===== config.mk =====
export PLATFORM = sky130hd
export DESIGN_NAME = usbdev_wake_tx
export DESIGN_NICKNAME = d
export VERILOG_FILES = /design/src/rtl/usbdev_wake_tx.sv
export SDC_FILE = /design/constraint.sdc
export NUM_CORES = 1
export LEC_CHECK = 0
export CAP_MARGIN = 30
export CELL_PAD_IN_SITES_DETAIL_PLACEMENT = 2
export CELL_PAD_IN_SITES_GLOBAL_PLACEMENT = 2
export CORE_MARGIN = 1
export CORE_UTILIZATION = 39
export DETAILED_ROUTE_END_ITERATION = 8
export GPL_TIMING_DRIVEN = 0
export PLACE_DENSITY_LB_ADDON = 0.1
export SLEW_MARGIN = 10
export SYNTH_ARGS = -nofsm -noshare
export SYNTH_HDL_FRONTEND = slang
export SYNTH_SLANG_ARGS = --single-unit

===== constraint.sdc =====
create_clock -name clk_48mhz_i -period 4.17 [get_ports clk_48mhz_i]
set_clock_uncertainty 0.05 [all_clocks]
set_input_delay 0.834 -clock clk_48mhz_i [delete_from_list [all_inputs] [get_ports clk_48mhz_i]]
set_output_delay 0.834 -clock clk_48mhz_i [all_outputs]
set_load 0.02 [all_outputs]

===== src/rtl/usbdev_wake_tx.sv =====
// rtl/usbdev_wake_tx.sv - USB device remote-wakeup K-state generator
// Define USBDEV_WAKE_HOST_TIMEOUT_EN to give up in Await after HostTimeoutUs without host takeover.
module usbdev_wake_tx #(
  parameter logic [13:0] IdleMinUs     = 14'd2000,
  parameter logic [13:0] DriveUs       = 14'd2000,
  parameter logic [13:0] HostTimeoutUs = 14'd1000
) (
  input  logic       clk_48mhz_i,
  input  logic       rst_ni,
  input  logic       us_tick_i,
  input  logic       link_suspend_i,
  input  logic       wake_en_i,
  input  logic       wake_req_i,
  output logic       wake_oe_o,
  output logic       wake_dp_o,
  output logic       wake_dn_o,
  output logic       wake_busy_o,
  output logic       wake_done_o,
  output logic       wake_abort_o,
  output logic       wake_reject_o,
  output logic       wake_fail_o,
  output logic [1:0] wake_state_o
);

  typedef enum logic [1:0] {
    StIdle  = 2'd0,
    StPend  = 2'd1,
    StDrive = 2'd2,
    StAwait = 2'd3
  } state_e;

`ifdef USBDEV_WAKE_HOST_TIMEOUT_EN
  localparam bit HostTimeoutEn = 1'b1;
`else
  localparam bit HostTimeoutEn = 1'b0;
`endif

  state_e      state_q, state_d;
  logic [13:0] dwell_q;
  logic [13:0] timer_q;
  logic        dwell_ok;
  logic        drive_tc;
  logic        host_tc;

  assign dwell_ok = (dwell_q == IdleMinUs);
  assign drive_tc = us_tick_i && (timer_q == DriveUs - 14'd1);
  assign host_tc  = HostTimeoutEn && us_tick_i && (timer_q == HostTimeoutUs - 14'd1);

  // Suspend dwell runs regardless of FSM state so a request can be granted immediately.
  always_ff @(posedge clk_48mhz_i or negedge rst_ni) begin
    if (!rst_ni) begin
      dwell_q <= '0;
    end else if (!link_suspend_i) begin
      dwell_q <= '0;
    end else if (us_tick_i && !dwell_ok) begin
      dwell_q <= dwell_q + 14'd1;
    end
  end

  always_ff @(posedge clk_48mhz_i or negedge rst_ni) begin
    if (!rst_ni) begin
      timer_q <= '0;
    end else if (state_d != state_q) begin
      timer_q <= '0;
    end else if (us_tick_i) begin
      timer_q <= timer_q + 14'd1;
    end
  end

  always_ff @(posedge clk_48mhz_i or negedge rst_ni) begin
    if (!rst_ni) begin
      state_q <= StIdle;
    end else begin
      state_q <= state_d;
    end
  end

  always_comb begin
    state_d       = state_q;
    wake_oe_o     = 1'b0;
    wake_dn_o     = 1'b0;
    wake_done_o   = 1'b0;
    wake_abort_o  = 1'b0;
    wake_reject_o = 1'b0;
    wake_fail_o   = 1'b0;
    case (state_q)
      StIdle: begin
        if (wake_req_i) begin
          if (wake_en_i && link_suspend_i) state_d = StPend;
          else                             wake_reject_o = 1'b1;
        end
      end
      StPend: begin
        if (!link_suspend_i || !wake_en_i) begin
          state_d      = StIdle;
          wake_abort_o = 1'b1;
        end else if (dwell_ok) begin
          state_d = StDrive;
        end
      end
      // Our own K disturbs the link detector, so suspend/enable are not looked at here.
      StDrive: begin
        wake_oe_o = 1'b1;
        wake_dn_o = 1'b1;
        if (drive_tc) state_d = StAwait;
      end
      StAwait: begin
        if (!link_suspend_i) begin
          state_d     = StIdle;
          wake_done_o = 1'b1;
        end else if (host_tc) begin
          state_d     = StIdle;
          wake_fail_o = 1'b1;
        end
      end
      default: state_d = StIdle;
    endcase
  end

  assign wake_dp_o    = 1'b0;
  assign wake_busy_o  = (state_q != StIdle);
  assign wake_state_o = state_q;

endmodule


==> flow_summary.yaml <==
status:
  status: "finished, final reports clean"
clock_network:
  post-cts-setup-buffers: 0
  clkLatencyLatePin_ns: 0.28
  clkTransAtPathRegs_ns: 0.06
  cts_root_buf: "clkbuf_8"
  clockBufferDepth: 2
  cts_tree: "built"
  post_cts_resized: 0
  cts.sinks: 30
  cts_max_level: 2
  cts_hold_buf: 0
  cts_buffers: 5
die:
  core_region_area_um2: 4380
  num_rows: 24
  dieWidth_um: 69.8
  dieArea_um2: 4870
  ios: 16
  start_util_pct: 40.9
  die_h_um: 69.8
global_route:
  grt_pass1_vias: 1649
  grt-ovfl-total: 0
  grt_max_degree: 31
  antenna_found_initial: 0
  grt_usage_pct: 21.9
  grt_pass1_wl_um: 8270
pwr:
  p_total_mw: 0.909
  ir_drop_mv: 0.224
  leakage_nw: 0.810
  cellPowerDensity_nw_per_um2: 435
sta:
  slew_viol_final: 0
  fin_crit_sh_pct: 76.4
  tightest_slew_ns: 0.715
  tns_ns: 0
  setup_viol: 0
  slew_headroom_pct: 52.3
  layout_min_cycle_time_ns: 3.18
  rsz0062_at_grt: "no"
  hold_viol: 0
  max_freq_mhz: 314
worst_setup_path:
  critPathLaunchType: "primary input"
  crit_type: "in -> out"
  cp_data_required_time_ns: 3.29
  cp.depth: 3
  crit_fanout: 8
  r2r-end: "timer_q[12]"
  cp_common_cell: "clkdlybuf4s50_1"
  cp_top_family: "buffers and inverters"
  critPathCaptureType: "primary output"
  r2r.worst_path.cells: 5
  crit_buf_inv: 2
  crit_path_max_incr_delay_ns: 0.63
  cp.arrival_ns: 2.30
  slowest_stage: "clkdlybuf4s50_1"
  rrSetupSlack_ns: 1.48
  r2r_start: "dwell_q[11]"
  crit_path_cell_trace: "clkdlybuf4s50_1, a211oi_1, clkdlybuf4s50_1"
synthesis:
  synth_seq_area_share_pct: 41.9
  syn_inst: 182
  synthDistinctLibCells: 42
  ys_warn_count: 0
  synth_area_per_cell_um2: 9.84
  ys_ff_latch: 30
  synth_area_um2: 1790
layout:
  finalNonFillerCells: 254
  multi_input_area_um2: 910
  mostFrequentLayoutCells: "dfrtp_1, nand2_1, xnor2_1"
  fin_nets: 211
  syn2layout_area_growth_pct: 16.6
  post-route-util_pct: 47.6
  drive_above_1_share_pct: 15.3
  ff_latch_area_um2: 751
  nFillCells: 484
  layout_commonest_cell: "dfrtp_1"
  finalInstanceArea_um2: 2090
  antenna_cells: 0
routing:
  postRouteAntennaNets: 0
  wl_per_cell_um: 18.7
  drt_iter0_markers: 49
  drc: 0
  vias: 1458
  routed_wl_um: 4750
  dr.pass1.iters: 3
  vias_per_cell: 5.74
worst_hold_path:
  hold_end: "dwell_q[10]"
  hold_class: "reg -> reg"
  hold_depth: 2
  hold_start: "dwell_q[10]"
placed_design:
  place_congestion: 0.703
  port_buffers: 12
  hpwl_um: 3370
  placed_cell_area_um2: 1980
  placed_cells: 247
flow_run:
  cap_violations: 0
==> state kept, by name (all words and copies together) (netlist names) <==
signal / flops
wake_state_o: 2
timer_q: 14
dwell_q: 14
==> layer usage <==
| layer | share of wire [%] | track usage, % |
|---|---|---|
| met5 | 0 | 0 |
| met4 | 1.8 | 6.89 |
| met3 | 2.4 | 4.80 |
| met2 | 50 | 36.9 |
| met1 | 46 | 28.0 |
==> Yosys cell counts <==
library cell	instances	area share, %
a211oi_1	6	2.5
and2_1	1	0.35
a211oi_2	9	6.3
inv_1	10	2.1
nor3b_1	1	0.42
nor3_1	6	1.7
mux2i_1	1	0.56
or3_1	3	1.0
and3_1	2	0.70
or4b_1	1	0.56
or4_1	2	0.84
a41oi_1	1	0.49
xor2_1	7	3.4
a21boi_0	1	0.42
nor2b_1	2	0.70
buf_12	1	1.1
or4b_2	1	0.56
and4bb_2	1	0.70
ha_1	3	2.1
conb_1	1	0.21
nand3_1	11	3.1
nor4b_1	1	0.49
nor4_1	4	1.4
a41o_1	1	0.56
nor2_1	10	2.1
and4_1	2	0.98
or4_4	1	0.63
and2_2	1	0.42
dfrtp_1	30	42
buf_4	4	1.7
nand2_1	13	2.7
o41ai_1	1	0.49
nand4_1	6	2.1
o31ai_1	2	0.84
buf_6	2	1.3
a21oi_1	8	2.2
clkbuf_8	1	0.77
o21ai_0	6	1.7
xnor2_1	13	6.4
a21oi_2	1	0.49
clkbuf_1	3	0.63
or3b_2	1	0.49
==> worst max path at each step <==
stage / startpoint / to / slack, ns
after floorplan: us_tick_i / timer_q[0] / 1.69
after global placement: link_suspend_i / wake_reject_o / 0.97
after detailed placement: link_suspend_i / wake_reject_o / 0.97
after CTS: link_suspend_i / wake_reject_o / 0.97
after global routing: link_suspend_i / wake_reject_o / 0.86
final: link_suspend_i / wake_reject_o / 0.99
==> power by group <==
group	switching [mW]	leakage, nW	internal (mW)	total [mW]
sequential	0.0300	0.411	0.319	0.349
clock	0.112	0.0573	0.191	0.303
combinational	0.143	0.341	0.114	0.257
total	0.285	0.810	0.624	0.909
==> stage by stage <==
stage          hold slack (ns)  worst slack [ns]
6_report                 0.500             0.985
2_1_floorplan            0.448              1.69
3_3_place_gp             0.469             0.975
3_5_place_dp             0.492             0.974
5_1_grt                  0.533             0.860
4_1_cts                  0.508             0.967
==> worst min-delay path, cell delays in order (launching register included) <==
cell     delay (ns)
dfrtp_1        0.36
xor2_1         0.08
nor2_1         0.07
==> cells by family (layout without fill, tap and decap cells) <==
group	after synthesis	count (layout)	share of synthesized area (%)
simple gates	70	70	21.9
compound gates	36	36	16.0
flops	30	30	41.9
buf+inv	21	40	7.54
xor+xnor	20	20	9.78
fa+ha+maj	3	3	2.10
other cells	1	2	0.209
mux	1	1	0.559
==> final cells by class <==
type / count / share of cell area, %
Tap cell: 52 / 3.12
Timing Repair Buffer: 12 / 5.51
Inverter: 10 / 1.80
Multi-Input combinational cell: 132 / 43.6
Sequential cell: 30 / 35.9
Clock buffer: 6 / 3.95
Clock inverter: 1 / 1.44
Buffer: 11 / 4.67
Power figures use the tool's default switching activity.
